### config.mk
export PLATFORM = sky130hd
export DESIGN_NAME = uram_read_scheduler_flat
export DESIGN_NICKNAME = d
export VERILOG_FILES = /design/src/rtl/uram_read_scheduler_if.sv /design/src/rtl/uram_read_scheduler.sv /design/src/flat_wrapper.sv
export SDC_FILE = /design/constraint.sdc
export NUM_CORES = 1
export LEC_CHECK = 0
export CORE_MARGIN = 1.5
export CORE_UTILIZATION = 52
export CTS_CLUSTER_SIZE = 10
export DETAILED_ROUTE_END_ITERATION = 12
export PLACE_DENSITY = 0.82
export SLEW_MARGIN = 20
export SYNTH_ARGS = -nofsm -noshare
export SYNTH_HDL_FRONTEND = slang
export SYNTH_SLANG_ARGS = --single-unit
### constraint.sdc
create_clock -name clk2x -period 8 [get_ports clk2x]
set_clock_uncertainty 0.1 [all_clocks]
set_input_delay 1.6 -clock clk2x [delete_from_list [all_inputs] [get_ports clk2x]]
set_output_delay 1.6 -clock clk2x [all_outputs]
set_load 0.02 [all_outputs]
### src/rtl/uram_read_scheduler_if.sv
// Bus bundle for uram_read_scheduler: stream read requests, write
// requester, URAM read/write ports and the tagged response stream.
// slave  = the scheduler, master = requesters / URAM / consumer side.
interface uram_read_scheduler_if #(
  parameter int N_STREAMS  = 4,
  parameter int DATA_WIDTH = 64,
  parameter int ADDR_WIDTH = 12,
  parameter int ID_WIDTH   = $clog2(N_STREAMS)
);
  // stream read requesters
  logic [N_STREAMS-1:0]            i_rd_req;
  logic [N_STREAMS*ADDR_WIDTH-1:0] i_rd_addr;
  logic [N_STREAMS-1:0]            o_rd_gnt;
  // write requester
  logic                            i_wr_valid;
  logic [ADDR_WIDTH-1:0]           i_wr_addr;
  logic [DATA_WIDTH-1:0]           i_wr_data;
  // URAM ports
  logic                            o_uram_we;
  logic [ADDR_WIDTH-1:0]           o_uram_wa;
  logic [DATA_WIDTH-1:0]           o_uram_wd;
  logic                            o_uram_re;
  logic [ADDR_WIDTH-1:0]           o_uram_ra;
  logic [DATA_WIDTH-1:0]           i_uram_rd;
  // response stream
  logic                            o_rsp_valid;
  logic [ID_WIDTH-1:0]             o_rsp_id;
  logic [DATA_WIDTH-1:0]           o_rsp_data;
  logic                            i_rsp_ready;

  modport slave (
    input  i_rd_req, i_rd_addr, i_wr_valid, i_wr_addr, i_wr_data,
           i_uram_rd, i_rsp_ready,
    output o_rd_gnt, o_uram_we, o_uram_wa, o_uram_wd, o_uram_re,
           o_uram_ra, o_rsp_valid, o_rsp_id, o_rsp_data
  );

  modport master (
    output i_rd_req, i_rd_addr, i_wr_valid, i_wr_addr, i_wr_data,
           i_uram_rd, i_rsp_ready,
    input  o_rd_gnt, o_uram_we, o_uram_wa, o_uram_wd, o_uram_re,
           o_uram_ra, o_rsp_valid, o_rsp_id, o_rsp_data
  );
endinterface

### src/rtl/uram_read_scheduler.sv
// Round-robin scheduler sharing one URAM read port between N stream
// requesters. Reads are tagged with the stream ID, carried through a
// valid/ID shift register matching the RAM latency, and landed in a
// first-word-fall-through response FIFO. A registered credit counter
// (FIFO entries + reads in flight) gates grants so the consumer can
// stall without any returning read being dropped. The write requester
// goes straight to the URAM write port through one register stage.
module uram_read_scheduler #(
  parameter int N_STREAMS   = 4,
  parameter int DATA_WIDTH  = 64,
  parameter int ADDR_WIDTH  = 12,
  parameter int RAM_LATENCY = 2,
  parameter int RSP_DEPTH   = 4,
  parameter int ID_WIDTH    = $clog2(N_STREAMS)
) (
  input  logic                 clk2x,
  input  logic                 reset,
  uram_read_scheduler_if.slave bus
);
  localparam int PTR_W  = $clog2(RSP_DEPTH);
  localparam int OCC_W  = PTR_W + 1;
  // tag pipeline tail index: stage 0 travels with o_uram_re, stage
  // RAM_LATENCY lines up with valid read data on i_uram_rd
  localparam int STAGES = RAM_LATENCY;

  // ---------------- arbitration / credit ----------------
  logic [N_STREAMS-1:0][ADDR_WIDTH-1:0] rd_addr;
  logic                                 found;
  logic [ID_WIDTH-1:0]                  cand;
  logic [ID_WIDTH-1:0]                  gnt_id;
  logic                                 issue;
  logic [N_STREAMS-1:0]                 rd_gnt;
  logic [ID_WIDTH-1:0]                  last_q, last_d;
  logic [OCC_W-1:0]                     occ_q, occ_d;

  // ---------------- URAM port registers ----------------
  logic                  we_q, re_q;
  logic [ADDR_WIDTH-1:0] wa_q, ra_q;
  logic [DATA_WIDTH-1:0] wd_q;

  // ---------------- tag pipeline ----------------
  logic [STAGES:0]               vld_pipe_q;
  logic [STAGES:0][ID_WIDTH-1:0] id_pipe_q;

  // ---------------- response FIFO ----------------
  logic [RSP_DEPTH-1:0][ID_WIDTH-1:0]   fifo_id_q;
  logic [RSP_DEPTH-1:0][DATA_WIDTH-1:0] fifo_data_q;
  logic [PTR_W-1:0]                     wr_ptr_q, rd_ptr_q;
  logic [OCC_W-1:0]                     cnt_q, cnt_d;
  logic                                 push, pop, rsp_valid;

  // per-stream address bus viewed as one word per stream
  assign rd_addr = bus.i_rd_addr;

  // round-robin search starting one past the last granted stream
  always_comb begin
    found  = 1'b0;
    gnt_id = '0;
    cand   = '0;
    for (int i = 1; i <= N_STREAMS; i++) begin
      cand = ID_WIDTH'((int'(last_q) + i) % N_STREAMS);
      if (!found && bus.i_rd_req[cand]) begin
        found  = 1'b1;
        gnt_id = cand;
      end
    end
  end

  // grant only with a free credit; reset forces the grant low
  always_comb begin
    issue          = found && !reset && (occ_q < OCC_W'(RSP_DEPTH));
    rd_gnt         = '0;
    rd_gnt[gnt_id] = issue;
    last_d         = issue ? gnt_id : last_q;
  end

  assign bus.o_rd_gnt = rd_gnt;

  // credit tracks granted-but-not-popped reads; push into the FIFO
  // only moves a read from in-flight to stored, so it is not counted
  always_comb begin
    occ_d = occ_q + OCC_W'(issue) - OCC_W'(pop);
  end

  // pointer and credit registers
  always_ff @(posedge clk2x) begin
    if (reset) begin
      last_q <= ID_WIDTH'(N_STREAMS - 1);
      occ_q  <= '0;
    end else begin
      last_q <= last_d;
      occ_q  <= occ_d;
    end
  end

  // write port: one register stage, no arbitration
  always_ff @(posedge clk2x) begin
    if (reset) begin
      we_q <= 1'b0;
      wa_q <= '0;
      wd_q <= '0;
    end else begin
      we_q <= bus.i_wr_valid;
      wa_q <= bus.i_wr_addr;
      wd_q <= bus.i_wr_data;
    end
  end

  // read port issue plus valid/ID tag shift register; clearing the
  // tags on reset discards data from reads issued before reset
  always_ff @(posedge clk2x) begin
    if (reset) begin
      re_q       <= 1'b0;
      ra_q       <= '0;
      vld_pipe_q <= '0;
      id_pipe_q  <= '0;
    end else begin
      re_q       <= issue;
      ra_q       <= issue ? rd_addr[gnt_id] : ra_q;
      vld_pipe_q <= {vld_pipe_q[STAGES-1:0], issue};
      id_pipe_q  <= {id_pipe_q[STAGES-1:0], gnt_id};
    end
  end

  assign bus.o_uram_we = we_q;
  assign bus.o_uram_wa = wa_q;
  assign bus.o_uram_wd = wd_q;
  assign bus.o_uram_re = re_q;
  assign bus.o_uram_ra = ra_q;

  // FIFO control; the credit guarantees a push never finds it full
  assign push      = vld_pipe_q[STAGES];
  assign rsp_valid = (cnt_q != '0);
  assign pop       = rsp_valid && bus.i_rsp_ready;

  always_comb begin
    cnt_d = cnt_q + OCC_W'(push) - OCC_W'(pop);
  end

  // FIFO pointers and fill count
  always_ff @(posedge clk2x) begin
    if (reset) begin
      wr_ptr_q <= '0;
      rd_ptr_q <= '0;
      cnt_q    <= '0;
    end else begin
      if (push) wr_ptr_q <= wr_ptr_q + PTR_W'(1);
      if (pop)  rd_ptr_q <= rd_ptr_q + PTR_W'(1);
      cnt_q <= cnt_d;
    end
  end

  // FIFO storage: tail tag paired with the returning URAM word
  always_ff @(posedge clk2x) begin
    if (push) begin
      fifo_id_q[wr_ptr_q]   <= id_pipe_q[STAGES];
      fifo_data_q[wr_ptr_q] <= bus.i_uram_rd;
    end
  end

  // head of FIFO falls through; zeroed while empty so outputs are
  // clean after reset
  assign bus.o_rsp_valid = rsp_valid;
  assign bus.o_rsp_id    = rsp_valid ? fifo_id_q[rd_ptr_q]   : '0;
  assign bus.o_rsp_data  = rsp_valid ? fifo_data_q[rd_ptr_q] : '0;

endmodule
### src/flat_wrapper.sv
// flat-port wrapper written by rule: the top's interface ports become plain ports
module uram_read_scheduler_flat 
#(
  parameter int N_STREAMS   = 4,
  parameter int DATA_WIDTH  = 64,
  parameter int ADDR_WIDTH  = 12,
  parameter int RAM_LATENCY = 2,
  parameter int RSP_DEPTH   = 4,
  parameter int ID_WIDTH    = $clog2(N_STREAMS)
)
  (clk2x, reset, bus_i_rd_req, bus_i_rd_addr, bus_i_wr_valid, bus_i_wr_addr, bus_i_wr_data, bus_i_uram_rd, bus_i_rsp_ready, bus_o_rd_gnt, bus_o_uram_we, bus_o_uram_wa, bus_o_uram_wd, bus_o_uram_re, bus_o_uram_ra, bus_o_rsp_valid, bus_o_rsp_id, bus_o_rsp_data);
  uram_read_scheduler_if #(.N_STREAMS(N_STREAMS), .DATA_WIDTH(DATA_WIDTH), .ADDR_WIDTH(ADDR_WIDTH), .ID_WIDTH(ID_WIDTH)) bus_i ();
  input  logic clk2x;
  input  logic reset;
  input wire logic [$bits(bus_i.i_rd_req)-1:0] bus_i_rd_req;
  input wire logic [$bits(bus_i.i_rd_addr)-1:0] bus_i_rd_addr;
  input wire logic [$bits(bus_i.i_wr_valid)-1:0] bus_i_wr_valid;
  input wire logic [$bits(bus_i.i_wr_addr)-1:0] bus_i_wr_addr;
  input wire logic [$bits(bus_i.i_wr_data)-1:0] bus_i_wr_data;
  input wire logic [$bits(bus_i.i_uram_rd)-1:0] bus_i_uram_rd;
  input wire logic [$bits(bus_i.i_rsp_ready)-1:0] bus_i_rsp_ready;
  output wire logic [$bits(bus_i.o_rd_gnt)-1:0] bus_o_rd_gnt;
  output wire logic [$bits(bus_i.o_uram_we)-1:0] bus_o_uram_we;
  output wire logic [$bits(bus_i.o_uram_wa)-1:0] bus_o_uram_wa;
  output wire logic [$bits(bus_i.o_uram_wd)-1:0] bus_o_uram_wd;
  output wire logic [$bits(bus_i.o_uram_re)-1:0] bus_o_uram_re;
  output wire logic [$bits(bus_i.o_uram_ra)-1:0] bus_o_uram_ra;
  output wire logic [$bits(bus_i.o_rsp_valid)-1:0] bus_o_rsp_valid;
  output wire logic [$bits(bus_i.o_rsp_id)-1:0] bus_o_rsp_id;
  output wire logic [$bits(bus_i.o_rsp_data)-1:0] bus_o_rsp_data;
  assign bus_i.i_rd_req = bus_i_rd_req;
  assign bus_i.i_rd_addr = bus_i_rd_addr;
  assign bus_i.i_wr_valid = bus_i_wr_valid;
  assign bus_i.i_wr_addr = bus_i_wr_addr;
  assign bus_i.i_wr_data = bus_i_wr_data;
  assign bus_i.i_uram_rd = bus_i_uram_rd;
  assign bus_i.i_rsp_ready = bus_i_rsp_ready;
  assign bus_o_rd_gnt = bus_i.o_rd_gnt;
  assign bus_o_uram_we = bus_i.o_uram_we;
  assign bus_o_uram_wa = bus_i.o_uram_wa;
  assign bus_o_uram_wd = bus_i.o_uram_wd;
  assign bus_o_uram_re = bus_i.o_uram_re;
  assign bus_o_uram_ra = bus_i.o_uram_ra;
  assign bus_o_rsp_valid = bus_i.o_rsp_valid;
  assign bus_o_rsp_id = bus_i.o_rsp_id;
  assign bus_o_rsp_data = bus_i.o_rsp_data;
  uram_read_scheduler #(.N_STREAMS(N_STREAMS), .DATA_WIDTH(DATA_WIDTH), .ADDR_WIDTH(ADDR_WIDTH), .RAM_LATENCY(RAM_LATENCY), .RSP_DEPTH(RSP_DEPTH), .ID_WIDTH(ID_WIDTH)) u_core (.clk2x(clk2x), .reset(reset), .bus(bus_i));
endmodule
# After elaboration in Yosys (flattened, before gate mapping)
# Index checks and enable logic that the tools add are counted.
# classes
n_addsub	10
order_cmp	10
n_mux	32
bitwise_logic	1
n_reduce_logical	13
# op_table
cell	n
$bwmux 256	1
$mux 64	3
$bmux 64 s2	1
$demux 64 s2	1
$bmux 12 s2	1
$lt 2x3->1 const B	7
$mux 2	7
$mux 12	1
$mux 1	9
$add 2x1->2 const B	4
$bmux 1 s2	4
$bwmux 8	1
$logic_and 1x1->1	8
$add 3x1->3	2
$sub 3x1->3	2
$add 2x2->2 const B	2
$and 4x4->4	1
$bmux 2 s2	1
$demux 2 s2	1
$ge 2x1->1 const B	2
$logic_not 1->1	4
$lt 3x3->1 const B	1
$reduce_bool 3->1	1
$demux 1 s2	1
# word_totals
register_bits	375
output_inout_bits	161
word_cells	88

# Longest topological paths before layout
# depth
depth_word	18
ltp_mapped	10
ltp_nobuf	10

# Worst setup path before layout
# Ideal clock, no wire load.
# synth_path
kind	input to output
startpoint	input reset
endpoint	output bus_o_rd_gnt[2]
arrival_time_ns	2.755
required_ns	6.300
path_slack_ns	3.545
path_stages	5
cell_sequence	clkbuf_1 > nor3_2 > inv_1 > nor2_1 > and2_1
# synth_via
elab_chain_len	4
# synth_lines
item	line	rtl
start: declaration	flat_wrapper.sv:14	input logic reset;
$logic_not 1->1	uram_read_scheduler.sv:71	issue = found && !reset && (occ_q < OCC_W'(RSP_DEPTH));
$logic_and 1x1->1 (2 in a row)	uram_read_scheduler.sv:71	
$and 4x4->4 (no line)	-	
end: declaration	flat_wrapper.sv:22	output wire logic [$bits(bus_i.o_rd_gnt)-1:0] bus_o_rd_gnt;
# No other way between the ends.

# Worst setup path in the final report
# layout_path
startpoint	input bus_i_rd_req[3]
endpoint	output bus_o_rd_gnt[2]
# layout_via
elab_chain_len	17
elab_cells_between_ends	30
# layout_lines
item	line	rtl
start: declaration	flat_wrapper.sv:15	input wire logic [$bits(bus_i.i_rd_req)-1:0] bus_i_rd_req;
$bmux 1 s2	uram_read_scheduler.sv:62	if (!found && bus.i_rd_req[cand]) begin
$mux 1 (implied by the code)	uram_read_scheduler.sv:62	
$mux 1	uram_read_scheduler.sv:62	
$logic_not 1->1	uram_read_scheduler.sv:62	
$logic_and 1x1->1	uram_read_scheduler.sv:62	
$mux 1	uram_read_scheduler.sv:62	
$logic_not 1->1	uram_read_scheduler.sv:62	
$logic_and 1x1->1	uram_read_scheduler.sv:62	
$mux 1	uram_read_scheduler.sv:62	
$logic_not 1->1	uram_read_scheduler.sv:62	
$logic_and 1x1->1	uram_read_scheduler.sv:62	
$mux 2	uram_read_scheduler.sv:62	
$lt 2x3->1 (implied by the code) / $ge 2x1->1 (equally long branches)	uram_read_scheduler.sv:73	rd_gnt[gnt_id] = issue;
$logic_and 1x1->1 (implied by the code)	uram_read_scheduler.sv:73	
$mux 1 (implied by the code)	uram_read_scheduler.sv:73	
$demux 1 s2	-	
$and 4x4->4 (no line) (*)	-	
# Every way passes the cells marked *; elsewhere a longest branch is shown, timed or not. The select of a mux whose other input is x is not followed.

==> summary by stage <==
Outcome
The run finished with clean final reports.

Critical path
The delay of the slowest cell on the worst path is 660 ps. The startpoint identified for the worst register-to-register timing path is u_core.last_q[0]$_SDFFE_PP1P_. The worst setup path is captured at an output port. Traced cell by cell, the critical path runs through clkdlybuf4s50_1 > nor4_1 > nor3_2 > inv_1 > nor2_1 > and2_1 > clkdlybuf4s50_1. The most frequent cell on the critical path is sky130_fd_sc_hd__clkdlybuf4s50_1. Tracing the worst setup path back leads to its startpoint at bus_i_rd_req[3]. The capturing instance or port of the critical path is bus_o_rd_gnt[2]. The worst-case reg-to-reg path depth is 6.

The endpoint arrival time on the critical path is 4380 ps. The setup path with the least slack is of type primary input to output port. Across all register-to-register paths, the minimum setup slack is 5400 ps. The element type at the critical path start is a primary input. Of all nets on the critical path, the largest fanout is 15. The required time of the worst setup path is 6300 ps.

The endpoint of the lowest-slack register-to-register path is u_core.bus.o_uram_ra[4]$_SDFFE_PP0P_. The cell with the largest stage delay on the worst path is sky130_fd_sc_hd__nor3_2.

CTS
Clock latency on the worst-skew pair, taken at its later pin, is 510 ps. The sink count of the clock tree is 374. The CTS tree is yes. The longest clock path from root to sink contains 3 buffers. The deepest level of the CTS H-tree is 2. The number of buffers created by CTS is 43.

The number of gates given a new drive strength after cts is 0. The number of buffers inserted by hold repair at cts is 0. The cell at the root of the clock tree is sky130_fd_sc_hd__clkbuf_16.

The clock-pin slew reported for the worst setup and hold paths after clock tree synthesis is 60 ps. After clock tree synthesis, the setup repair step added 0 buffers.

Synth
The main combinational cell family by area after synthesis is multiplexers. The number of synthesis warnings is 0. The adder-cell share of the synthesized area is 1.019%. The total standard cell area after synthesis is 13750 µm². After synthesis, the cell types taking the most area are sky130_fd_sc_hd__edfxtp_1, sky130_fd_sc_hd__dfxtp_1, sky130_fd_sc_hd__mux4_2, sky130_fd_sc_hd__nor2b_1, sky130_fd_sc_hd__and2_1. The number of synthesized flops with an enable pin is 264. The most used flip-flop cell after synthesis is sky130_fd_sc_hd__edfxtp_1. Summing the areas of all compound-gate instances in the mapped netlist gives 2.483% of the synthesized area. Counting every instance in the synthesized netlist gives 780.

The basic-gate share of the synthesized area counting and, or, nand and nor cells is 8.569%. For this run, the register share of the synthesized area comes to 73.65%. After synthesis, the share of flip-flops with an asynchronous set or reset is 0%. The portion of synthesized area spent on multiplexers is 11.86%. The net count after synthesis is 986. After Yosys synthesis, XOR and XNOR cells account for 0.4457% of the synthesized area. The top cell type by total area after synthesis is sky130_fd_sc_hd__edfxtp_1.

The number of distinct library cell variants in the gate-level netlist after synthesis is 39. Dividing the synthesized area by the synthesized cell count gives 17.63 µm². The top cell type by area accounts for 57.64% of the synthesized area. The number of register bits inferred by synthesis is 374.

Route
The average wire per cell in the routed design is 21.20 µm. After detailed routing, the number of vias per cell comes to 5.267. Wires add up to 31890 µm.

The count of routing violations after the opening detailed-route iteration is 530. The number of detailed-route iterations in the first pass is 5. The via count of the routed design is 7922. The number of routed nets with antenna violations is 0. In the routed design, unresolved DRC markers number 0.

Power and ir drop
The switching share of total power is 27.42%. The clock network accounts for 31.1% of the total power. The net switching power of the design is 1.506 mW.

In this run the static leakage power is 6.425 nW. The part of the total power dissipated in sequential elements is 41.2%. The cell-internal power is 3.987 mW.

The share of total power dissipated in combinational logic is 27.7%. Power spread over the standard cell area amounts to 292.0 nW/µm². IR analysis of the VDD net gives a maximum drop of 0.2034 mV.

Timing
The final period utilization is 75.97%. The clock period minus worst slack is 6078 ps. Setup repair after global routing left no endpoint under its margin. The relative slew slack is 30.20%. The final-report max-slew violation count is 0. The number of hold violations in the final report is 0. The total setup violations reported at the end of the flow is 0. The achievable frequency is 164.5 MHz.

Setup total negative slack on the finished layout was measured at 0 ps. The measured slew at the worst slew-check pin is 1047 ps.

Final layout
The area growth from synthesis to layout is 36.76%. After the last flow step, the layout net total stands at 1353. Leaving out fill and tap cells, the most frequent cells in the layout are sky130_fd_sc_hd__clkdlybuf4s50_1, sky130_fd_sc_hd__edfxtp_1, sky130_fd_sc_hd__dfxtp_1. The non-filler instance count after layout is 1504. The most common library cell in the layout ignoring fill and taps is sky130_fd_sc_hd__clkdlybuf4s50_1.

The repair_antennas step left the layout with diodes totalling 0. The fill cell instance count of the final layout is 1681. The fraction of layout instances using a drive strength above 1 is 11.04%.

Placement
Port buffering added 356 buffers. At the end of routability-driven placement, the weighted congestion stood at 0.9878. The detailed placer's ending HPWL is 21100 µm.

The number of placed instances, taps included is 1437.

Floorplanning
Pin placement for this block handled 357 I/O pins. After floorplanning, the core was sized to cover 25980 µm². The die area is 27440 µm².

The total number of placement rows is 59. The initial core utilization is 52.93%. In this run the vertical extent of the chip is 165.6 µm. In this run the horizontal extent of the chip is 165.6 µm.

Global routing
Global routing used 23.42% of the available tracks across all layers. For this run the aggregate overflow at the end of global routing stands at 0. The first global-routing pass estimated 48780 µm of wire. The number of antenna violations at the first check in global routing was 2. The largest net degree at the start of global routing is 68. The number of global-route vias before repair came to 8445.

Min path
In this run the worst hold path is classified as flip-flop to flip-flop.

Flow run
The max-cap check violation count is 0.
-- cell type report --
type	instances	area, µm²	share of cell area, %
Timing Repair Buffer	362	3606	19.17
Inverter	23	86.33	0.4590
Sequential cell	374	10140	53.89
Clock inverter	2	38.79	0.2062
Clock buffer	65	1159	6.159
Multi-Input combinational cell	343	3364	17.89
Tap cell	335	419.2	2.228
-- cell usage after synthesis, drive strengths merged (2+ instances only) --
library cell,number
a211oi,14
nand2,5
nor2b,87
and4,4
a21oi,8
clkbuf,22
xor2,2
o211ai,6
inv,23
mux4,66
nand2b,3
ha,8
xnor2,5
edfxtp,264
mux2i,13
dfxtp,110
and2,73
a31oi,11
buf,18
fa,2
o21ai,8
nor2,16
-- registers in the layout (all words and copies together), names as in the netlist, 3 cells and up --
| register | flops |
|---|---|
| u_core.bus.o_uram_wa | 12 |
| u_core.id_pipe_q | 6 |
| u_core.bus.o_uram_wd | 64 |
| u_core.cnt_q | 3 |
| u_core.occ_q | 3 |
| u_core.vld_pipe_q | 3 |
| u_core.fifo_id_q | 8 |
| u_core.bus.o_uram_ra | 12 |
| u_core.fifo_data_q | 256 |
-- worst min-delay path by stage --
stage | cells past startpoint | from | end
after floorplan | 1 | u_core.id_pipe_q[0]$_SDFF_PP0_ | u_core.id_pipe_q[2]$_SDFF_PP0_
after global placement | 1 | u_core.id_pipe_q[0]$_SDFF_PP0_ | u_core.id_pipe_q[2]$_SDFF_PP0_
after detailed placement | 1 | u_core.vld_pipe_q[1]$_SDFF_PP0_ | u_core.vld_pipe_q[2]$_SDFF_PP0_
after CTS | 1 | u_core.vld_pipe_q[1]$_SDFF_PP0_ | u_core.vld_pipe_q[2]$_SDFF_PP0_
after global routing | 1 | u_core.id_pipe_q[3]$_SDFF_PP0_ | u_core.id_pipe_q[5]$_SDFF_PP0_
final | 1 | u_core.id_pipe_q[3]$_SDFF_PP0_ | u_core.id_pipe_q[5]$_SDFF_PP0_
-- worst max-delay path: cells and delay by family --
| family | cells | cell delay (ps) |
|---|---|---|
| buf+inv | 3 | 1300 |
| simple gates | 4 | 1490 |
-- per-stage QoR --
stage	total power, mW	setup WS, ps	util [%]	instance area (µm²)	hold WS, ps
6_report	5.493	1922	72.39	18810	356.3
5_1_grt	5.707	1703	72.39	18810	368.5
4_1_cts	5.549	1950	72.39	18810	354.9
3_5_place_dp	3.846	1939	67.78	17610	348.5
3_3_place_gp	3.830	2006	67.78	17610	325.1
2_1_floorplan	3.164	3545	-	13750	313.8
-- cells by family (layout without fill, tap and decap cells) --
kind of cell | Yosys count | after routing
xor gates and xnor gates | 7 | 7
buffers and inverters | 63 | 452
adders and majority gates | 10 | 10
and+or+nand+nor | 194 | 194
muxes | 80 | 80
DFF | 374 | 374
AOI/OAI and AO/OA | 52 | 52
-- power by group through the flow --
stage,sequential [mW],combinational [mW],clock [mW]
after global placement,2.31,1.52,0
after CTS,2.27,1.55,1.73
after global routing,2.28,1.62,1.81
after floorplan,2.29,0.875,0
final,2.27,1.52,1.71
after detailed placement,2.31,1.54,0
-- layer usage --
metal / global-route usage (%) / vias to the layer above / wire [µm]
li1: - / 3639 / -
met1: 27.53 / 3848 / 11860
met2: 40.82 / 358 / 16290
met3: 6.691 / 73 / 2519
met4: 8.931 / 4 / 1198
met5: 0 / - / 26
Power figures use the tool's default switching activity.
